### src/rtl/text_renderer_pkg.sv
// text_renderer_pkg: font geometry and FSM state encoding shared by the
// text renderer and its glyph serializer.
package text_renderer_pkg;

    localparam int CHAR_BITS = 7;
    localparam int FONT_W    = 8;
    localparam int FONT_H    = 16;
    localparam int FONT_BITS = FONT_W * FONT_H;

    typedef enum logic [2:0] {
        S_IDLE,
        S_ADDR,
        S_READ,
        S_LOAD,
        S_DRAW,
        S_DONE
    } state_e;

endpackage

### src/rtl/text_renderer_if.sv
// text_renderer_if: pixel write bus from the text renderer to the VGA adapter.
interface text_renderer_if;

    logic [7:0] vga_x;
    logic [6:0] vga_y;
    logic [2:0] vga_colour;
    logic       vga_plot;

    modport master (output vga_x, vga_y, vga_colour, vga_plot);
    modport slave  (input  vga_x, vga_y, vga_colour, vga_plot);

endinterface

### src/rtl/text_renderer_glyph_serializer.sv
// text_renderer_glyph_serializer: turns a 128-bit glyph into one bit per
// step, px 0..7 inner, py 0..15 outer, top-left pixel first.
module text_renderer_glyph_serializer
    import text_renderer_pkg::*;
(
    input  logic                 clock,
    input  logic                 resetn,
    input  logic                 arm_i,
    input  logic                 step_i,
    input  logic [FONT_BITS-1:0] glyph_i,
    output logic                 bit_o,
    output logic [2:0]           px_o,
    output logic [3:0]           py_o,
    output logic                 last_o
);

    logic [FONT_BITS-1:0] sh_q, sh_d, cur;
    logic                 first_q, first_d;
    logic [2:0]           px_q, px_d;
    logic [3:0]           py_q, py_d;

    // First step reads the decoder directly, so no extra capture cycle
    assign cur    = first_q ? glyph_i : sh_q;
    assign bit_o  = cur[FONT_BITS-1];
    assign px_o   = px_q;
    assign py_o   = py_q;
    assign last_o = (px_q == 3'(FONT_W - 1)) && (py_q == 4'(FONT_H - 1));

    always_comb begin
        sh_d    = sh_q;
        first_d = first_q;
        px_d    = px_q;
        py_d    = py_q;
        if (arm_i) begin
            first_d = 1'b1;
            px_d    = '0;
            py_d    = '0;
        end else if (step_i) begin
            first_d = 1'b0;
            sh_d    = {cur[FONT_BITS-2:0], 1'b0};
            px_d    = px_q + 3'd1;
            if (px_q == 3'(FONT_W - 1))
                py_d = py_q + 4'd1;
        end
    end

    always_ff @(posedge clock or negedge resetn) begin
        if (!resetn) begin
            sh_q    <= '0;
            first_q <= 1'b0;
            px_q    <= '0;
            py_q    <= '0;
        end else begin
            sh_q    <= sh_d;
            first_q <= first_d;
            px_q    <= px_d;
            py_q    <= py_d;
        end
    end

endmodule

### src/rtl/text_renderer.sv
// text_renderer: walks the character buffer, fetches each glyph and emits
// one pixel write per cycle to the VGA adapter.
module text_renderer
    import text_renderer_pkg::*;
#(
    parameter int         COLS      = 20,
    parameter int         ROWS      = 7,
    parameter int         ADDR_W    = 8,
    parameter logic [2:0] FG_COLOUR = 3'b111,
    parameter logic [2:0] BG_COLOUR = 3'b000,
    parameter bit         TRANSP_BG = 1'b0
) (
    input  logic                 clock,
    input  logic                 resetn,
    input  logic                 start,
    output logic                 busy,
    output logic                 done,
    output logic [ADDR_W-1:0]    char_addr,
    input  logic [CHAR_BITS-1:0] char_data,
    output logic [CHAR_BITS-1:0] char_code,
    input  logic [FONT_BITS-1:0] glyph,
    text_renderer_if.master      vga
);

    localparam int COL_W = (COLS > 1) ? $clog2(COLS) : 1;
    localparam int ROW_W = (ROWS > 1) ? $clog2(ROWS) : 1;

    state_e               state_q, state_d;
    logic [COL_W-1:0]     col_q, col_d;
    logic [ROW_W-1:0]     row_q, row_d;
    logic [ADDR_W-1:0]    addr_q, addr_d;
    logic [CHAR_BITS-1:0] code_q, code_d;
    logic [7:0]           x_q, x_d, live_x;
    logic [6:0]           y_q, y_d, live_y;
    logic [2:0]           colour_q, colour_d, live_colour;
    logic                 arm, step, pix_bit, last, plot;
    logic [2:0]           px;
    logic [3:0]           py;

    text_renderer_glyph_serializer u_ser (
        .clock   (clock),
        .resetn  (resetn),
        .arm_i   (arm),
        .step_i  (step),
        .glyph_i (glyph),
        .bit_o   (pix_bit),
        .px_o    (px),
        .py_o    (py),
        .last_o  (last)
    );

    assign live_x      = 8'({col_q, 3'b000}) + 8'(px);
    assign live_y      = 7'({row_q, 4'b0000}) + 7'(py);
    assign live_colour = pix_bit ? FG_COLOUR : BG_COLOUR;
    assign plot        = (state_q == S_DRAW) && (pix_bit || !TRANSP_BG);

    // Pixel bus shows the live pixel when plotting, else holds the last one
    assign vga.vga_plot   = plot;
    assign vga.vga_x      = plot ? live_x : x_q;
    assign vga.vga_y      = plot ? live_y : y_q;
    assign vga.vga_colour = plot ? live_colour : colour_q;

    assign busy      = (state_q != S_IDLE) && (state_q != S_DONE);
    assign done      = (state_q == S_DONE);
    assign char_addr = addr_q;
    assign char_code = code_q;

    always_comb begin
        state_d  = state_q;
        col_d    = col_q;
        row_d    = row_q;
        addr_d   = addr_q;
        code_d   = code_q;
        x_d      = plot ? live_x : x_q;
        y_d      = plot ? live_y : y_q;
        colour_d = plot ? live_colour : colour_q;
        arm      = 1'b0;
        step     = 1'b0;
        unique case (state_q)
            S_IDLE: begin
                if (start) begin
                    col_d   = '0;
                    row_d   = '0;
                    state_d = S_ADDR;
                end
            end
            S_ADDR: begin
                addr_d  = ADDR_W'(row_q) * ADDR_W'(COLS) + ADDR_W'(col_q);
                state_d = S_READ;
            end
            S_READ: state_d = S_LOAD;
            S_LOAD: begin
                code_d  = char_data;
                arm     = 1'b1;
                state_d = S_DRAW;
            end
            S_DRAW: begin
                step = 1'b1;
                if (last) begin
                    if (col_q != COL_W'(COLS - 1)) begin
                        col_d   = col_q + COL_W'(1);
                        state_d = S_ADDR;
                    end else if (row_q != ROW_W'(ROWS - 1)) begin
                        col_d   = '0;
                        row_d   = row_q + ROW_W'(1);
                        state_d = S_ADDR;
                    end else begin
                        state_d = S_DONE;
                    end
                end
            end
            S_DONE:  state_d = S_IDLE;
            default: state_d = S_IDLE;
        endcase
    end

    always_ff @(posedge clock or negedge resetn) begin
        if (!resetn) begin
            state_q  <= S_IDLE;
            col_q    <= '0;
            row_q    <= '0;
            addr_q   <= '0;
            code_q   <= '0;
            x_q      <= '0;
            y_q      <= '0;
            colour_q <= '0;
        end else begin
            state_q  <= state_d;
            col_q    <= col_d;
            row_q    <= row_d;
            addr_q   <= addr_d;
            code_q   <= code_d;
            x_q      <= x_d;
            y_q      <= y_d;
            colour_q <= colour_d;
        end
    end

endmodule

### src/flat_wrapper.sv
// flat-port wrapper written by rule: the top's interface ports become plain ports
module text_renderer_flat import text_renderer_pkg::*;
#(
    parameter int         COLS      = 20,
    parameter int         ROWS      = 7,
    parameter int         ADDR_W    = 8,
    parameter logic [2:0] FG_COLOUR = 3'b111,
    parameter logic [2:0] BG_COLOUR = 3'b000,
    parameter bit         TRANSP_BG = 1'b0
)
  (clock, resetn, start, busy, done, char_addr, char_data, char_code, glyph, vga_vga_x, vga_vga_y, vga_vga_colour, vga_vga_plot);
  text_renderer_if vga_i ();
  input  logic clock;
  input  logic resetn;
  input  logic start;
  output logic busy;
  output logic done;
  output logic [ADDR_W-1:0] char_addr;
  input  logic [CHAR_BITS-1:0] char_data;
  output logic [CHAR_BITS-1:0] char_code;
  input  logic [FONT_BITS-1:0] glyph;
  output wire logic [$bits(vga_i.vga_x)-1:0] vga_vga_x;
  output wire logic [$bits(vga_i.vga_y)-1:0] vga_vga_y;
  output wire logic [$bits(vga_i.vga_colour)-1:0] vga_vga_colour;
  output wire logic [$bits(vga_i.vga_plot)-1:0] vga_vga_plot;
  assign vga_vga_x = vga_i.vga_x;
  assign vga_vga_y = vga_i.vga_y;
  assign vga_vga_colour = vga_i.vga_colour;
  assign vga_vga_plot = vga_i.vga_plot;
  text_renderer #(.COLS(COLS), .ROWS(ROWS), .ADDR_W(ADDR_W), .FG_COLOUR(FG_COLOUR), .BG_COLOUR(BG_COLOUR), .TRANSP_BG(TRANSP_BG)) u_core (.clock(clock), .resetn(resetn), .start(start), .busy(busy), .done(done), .char_addr(char_addr), .char_data(char_data), .char_code(char_code), .glyph(glyph), .vga(vga_i));
endmodule
### config.mk
export PLATFORM = sky130hd
export DESIGN_NAME = text_renderer_flat
export DESIGN_NICKNAME = d
export VERILOG_FILES = /design/src/rtl/text_renderer_pkg.sv /design/src/rtl/text_renderer_if.sv /design/src/rtl/text_renderer_glyph_serializer.sv /design/src/rtl/text_renderer.sv /design/src/flat_wrapper.sv
export SDC_FILE = /design/constraint.sdc
export NUM_CORES = 1
export LEC_CHECK = 0
export BUFFER_PORTS_ARGS = -buffer_cell sky130_fd_sc_hd__buf_2
export CELL_PAD_IN_SITES_DETAIL_PLACEMENT = 1
export CELL_PAD_IN_SITES_GLOBAL_PLACEMENT = 2
export CORE_MARGIN = 4
export CORE_UTILIZATION = 37
export DETAILED_ROUTE_END_ITERATION = 12
export PLACE_DENSITY_LB_ADDON = 0.25
export SKIP_LAST_GASP = 1
export SYNTH_ARGS = -nofsm -noshare
export SYNTH_HDL_FRONTEND = slang
export SYNTH_SLANG_ARGS = --single-unit
### constraint.sdc
create_clock -name clock -period 3.1 [get_ports clock]
set_input_delay 0.31 -clock clock [delete_from_list [all_inputs] [get_ports clock]]
set_output_delay 0.31 -clock clock [all_outputs]
set_load 0.01 [all_outputs]
======== Yosys cells after proc, flatten, opt, wreduce, memory -nomap -nowiden ========
Cells that the tools add are included.
word-level totals
  register bits after elaboration ......... 179
  bits in latches ......................... 0
  bits in writable memories ............... 0
  ROM bits ................................ 0
  bits of input ports ..................... 138
  output and inout port bits .............. 36
  word-level logic and storage cells ...... 77
  memories ................................ 0
cells by class
  $add $sub $neg .......................... 7
  multiply operators ...................... 1
  divide/modulo/power cells ............... 0
  $lt $le $gt $ge ......................... 0
  equality and inequality tests ........... 15
  shifts and indexed selects .............. 0
  multiplexer cells ....................... 29
  bitwise logic cells ..................... 1
  reduce and logical (&&, ||, !) cells .... 12
operator list
  kind                   count
  $mux W128              1
  $mux W3                12
  $mux W5                4
  $pmux W3 S5            1
  $mux W4                3
  $pmux W5 S2            1
  $eq A3 B3 Y1 const B   3
  $ne A3 B3 Y1 const B   3
  $add A8 B3 Y8          1
  $add A8 B5 Y8          1
  $mux W8                1
  $add A7 B4 Y7          1
  $mux W7                1
  $add A3 B1 Y3 const B  2
  $eq A3 B2 Y1 const B   2
  $mul A3 B3 Y6 const B  1
  $ne A2 B2 Y1 const B   3
  $pmux W3 S2            1
  $reduce_and A2 Y1      3
  $reduce_bool A2 Y1     3
  $add A5 B1 Y5 const B  1
  $ne A5 B5 Y1 const B   1
  $reduce_and A5 Y1      1
  $add A4 B1 Y4 const B  1
  other kinds (9)        13

======== Longest topological paths before layout ========
  depth after elaboration ................. 5
  mapped depth ............................ 7
  depth with buffers taken out ............ 7

======== By module ========
From an unflattened synthesis, not the netlist that was laid out.
second synthesis, totals
  cell total of the unflattened synthesis .. 789
  area, all modules ....................... 8364.3 um^2
modules (own cells, without submodules)
  module                          instances  cells an instance  area an instance (um^2)  sequential area each (um^2)
  text_renderer_glyph_serializer  1          588                6271.0                   3378.2
  text_renderer                   1          201                2093.3                   1101.1

======== Worst setup path after synthesis ========
Ideal clock, no wire load.
  kind .................................... register to output
  from .................................... reg u_core.state_q[0]
  to ...................................... out vga_vga_x[4]
  arrival time ............................ 1.639 ns
  required time ........................... 2.790 ns
  path slack .............................. 1.151 ns
  cell stages (with the launch flop) ...... 7
  path buffers ............................ 4
  path through ............................ dfrtp_1 buf_6 or3b_4 buf_6 buf_2 buf_2 o21ai_0
on the way
  word-level cells in the longest chain between the ends .. 2
ends and longest elaborated chain
  item                    line                  source
  start, declared         text_renderer.sv:28   state_e state_q, state_d;
  start signal, assigned  text_renderer.sv:128  state_q <= state_d;
  $eq A3 B3 Y1            text_renderer.sv:55   assign plot = (state_q == S_DRAW) && (pix_bit || !TRANSP_BG);
  $mux W8                 text_renderer.sv:59   assign vga.vga_x = plot ? live_x : x_q;
  end, declared           flat_wrapper.sv:22    output wire logic [$bits(vga_i.vga_x)-1:0] vga_vga_x;
Every way passes these cells.

======== Worst setup path in the final report ========
  from .................................... reg u_core.state_q[2]
  to ...................................... out vga_vga_colour[0]
on the way
  word-level cells in the longest chain between the ends .. 2
ends and longest elaborated chain
  item           line                 source
  $eq A3 B3 Y1   text_renderer.sv:55
  $mux W3        text_renderer.sv:61  assign vga.vga_colour = plot ? live_colour : colour_q;
  end, declared  flat_wrapper.sv:24   output wire logic [$bits(vga_i.vga_colour)-1:0] vga_vga_colour;
Every way passes these cells.

==> metrics.md <==
| Metric | Value |
|---|---|
| Largest net degree at the start of global routing | 106 |
| H-tree depth | 4 |
| Global-route wire length before repair | 32900 µm |
| Syn Nets | 956 |
| Core ar. | 21800 µm² |
| TritonRoute pass-1 iters | 4 |
| Final core occ | 0.452 |
| Setup Buffers After CTS | 0 |
| Antenna violations before repair | 0 |
| Busiest layer in global routing | met2 |
| Final Power | 4.75 mW |
| Hold path cells | 3 |
| DRC | 0 |
| Die H | 157 µm |
| Worst path required time | 2790 ps |
| Routability cong. | 0.733 |
| Chip width | 157 µm |
| Area growth syn-to-layout | 20.2% |
| Pins Over Slew Limit | 0 |
| Main combinational cell family by area after synthesis | multiplexers |
| Final WL | 19900 µm |
| Top post-synthesis cells by area | dfrtp_1 (55%), mux2i_1 (16%), nand2_1 (9.6%) |
| Vias | 6074 |
| Worst rel slew slack | 0.492 |
| Reg clk slew, reported paths | 70 ps |
| Hold-fix buffers, CTS | 1 |
| Initial Util | 0.376 |
| Layout cells sized above 1 | 0.226 |
| Clock power frac | 0.442 |
| Outcome | completed |
| Worst Max-Slew Pin Slew | 763 ps |
| Clock Skew | 11.5 ps |
| Post-synthesis mux area share | 0.157 |
| Final period utilization | 0.894 |
| GR Layer Usage met1 | 0.230 |
| Met3 GRT Util | 0.0434 |
| Worst Hold Endpoint | u_core.char_code[4] |
| Adder-cell area share of the yosys netlist | 0.0222 |
| Mean Syn Cell Area | 10.2 µm² |
| Post-DP HPWL | 13600 µm |
| Synthesized area | 8210 µm² |
| Syn. warnings | 0 |
| Placed cell area | 9300 µm² |
| Area share of the largest cell type after synthesis | 0.545 |
| Overall Global Routing Usage | 0.167 |
| Hold path start | char_data[4] |
| Register share of total power | 0.512 |
| Post-synth top area cell | dfrtp_1 |
| Int Power | 3.65 mW |
| CP arrival | 2460 ps |
| Post-synthesis sequential area ratio | 0.545 |
| Critical path fanouts, max | 30 |
| CTS resizes | 0 |
| Post-synth top flop | dfrtp_1 |
| RSZ-0062 raised after global routing | no |
| Post-route ant nets | 0 |
| Switching power | 1.10 mW |
| Clock Latency Late Sink | 420 ps |
| Diodes inserted | 0 |
| Row Count | 54 |
| Vias in the first global route | 6414 |
| Crit end category | output port |
| Max VDD drop | 0.335 mV |
| Wire length per cell | 16.0 µm |
| CTS Sinks | 179 |
| Synth Area in Simple Gates | 0.124 |
| Root Driver | clkbuf_16 |
| Most common cell after layout, fill and taps aside | nand2_1 |
| FMAX | 361 MHz |
| Total of max-cap violations | 0 |
| P per Cell Area | 481 nW/µm² |
| Initial DRC Count | 217 |
| Hold Path Class | in -> reg |
| Filler instances | 2497 |
| Met2 global-route usage | 0.267 |
| Post-layout minimum cycle time | 2770 ps |
| Fin area | 9870 µm² |
| Lkg Pwr | 4.13 nW |
| Most frequent cells in the layout | nand2_1 (209), dfrtp_1 (178), buf_2 (172), o21ai_0 (141), mux2i_1 (128) |
| Post-route setup TNS | 0 ps |
| # IOs | 174 |
| Worst r2r src | u_core.state_q[2] |
| Synth Register Bits | 179 |
| Worst R2R Setup Slack | 880 ps |
| Nets | 1103 |
| Sw Ratio | 0.232 |
| Async set-reset flop share out of synthesis | 1.00 |
| GR Overflow Total | 0 |
| I/O Buffers | 173 |
| Netlist cell types | 38 |
| Total die area | 24600 µm² |
| Combinational share of power | 0.046 |
| Compound-Gate Fraction of Synth Area | 0.106 |
| R2r endpoint | u_core.u_ser.sh_q[39] |
| CTS Buf Count | 17 |
| Maximum clock insertion buffer count | 2 |
| Final setup vio count | 0 |
| CTS tree | built |
| Via density per instance | 4.88 |
| Worst Reg-to-Reg Cells | 3 |
| CP Launch Type | flip-flop |
| Synth Area in XOR/XNOR | 0.0107 |
| Cells after synthesis | 804 |
| Critical path class | reg -> out |
| Fin. Hold Viols | 0 |
| EDFF count, synth | 0 |
==> logic make-up (layout without fill, tap and decap cells) <==
kind of cell | after synthesis | in the layout
compound gates | 164 | 164
xor+xnor | 10 | 10
fa+ha+maj | 14 | 14
buf+inv | 62 | 222
flops | 179 | 179
mux | 129 | 129
simple gates | 246 | 246
==> Yosys cell counts, types with 2 or more instances <==
master	count
nand2_1	209
dfrtp_1	179
o21ai_0	141
mux2i_1	128
buf_2	27
clkbuf_1	24
ha_1	13
nand3_1	9
a21oi_1	8
nor2_1	8
inv_1	7
xnor2_1	5
xor2_1	5
a22o_1	4
nand4_1	4
o21a_1	4
a31oi_1	2
buf_6	2
nand2b_1	2
nor2b_1	2
nor3b_1	2
nor4_1	2
o32ai_1	2
==> critical path, stage by stage (launching register included) <==
cell and delay, ps:
dfrtp_1 550, or3b_4 620, inv_2 390, nand2_1 160, o21a_1 150, buf_2 140
==> registers in the layout, summed over array words and instances (netlist names) <==
signal,count
u_core.u_ser.px_o,3
u_core.row_q,3
u_core.u_ser.py_o,4
u_core.y_q,7
u_core.char_code,7
u_core.colour_q,3
u_core.col_q,5
u_core.u_ser.first_q,1
u_core.x_q,8
u_core.u_ser.sh_q,127
u_core.char_addr,8
u_core.state_q,3
==> how the worst max path moves through the flow <==
stage                            from                end
detailed placement  u_core.state_q[2]  vga_vga_colour[0]
floorplan           u_core.state_q[0]       vga_vga_x[4]
finish              u_core.state_q[2]  vga_vga_colour[0]
global route        u_core.state_q[2]  vga_vga_colour[0]
CTS                 u_core.state_q[2]  vga_vga_colour[0]
global placement    u_core.state_q[2]  vga_vga_colour[1]
==> layout make-up <==
cell class              instances  area (µm²)  share of cell area
flip-flops and latches        179        4480               0.454
multi-input cells             563        3450               0.349
repair buffers                182         992               0.100
clock buffers                  20         447              0.0452
well taps                     280         350              0.0355
clock inverters                12         121              0.0123
inverters                       8        30.0             0.00304
==> routing by layer <==
metal	wire [µm]	vias up
li1	-	3031
met1	9270	2915
met2	9380	116
met3	1080	12
met4	150	0
met5	0	-
==> metrics by stage <==
stage               worst slack [ps]  hold WS, ps  instances
detailed placement               757          379       1211
global placement                 798          385       1211
finish                           329         71.3       1244
CTS                              287         41.8       1244
floorplan                       1150         14.4        804
global route                     128         63.4       1244
==> power by group through the flow <==
stage,Clock [mW],Sequential (mW),Combinational [mW]
floorplan,0,2.47,0.0552
global placement,0,2.47,0.222
detailed placement,0,2.47,0.226
CTS,2.18,2.43,0.228
global route,2.28,2.44,0.253
finish,2.10,2.43,0.218
Power figures use the tool's default switching activity.
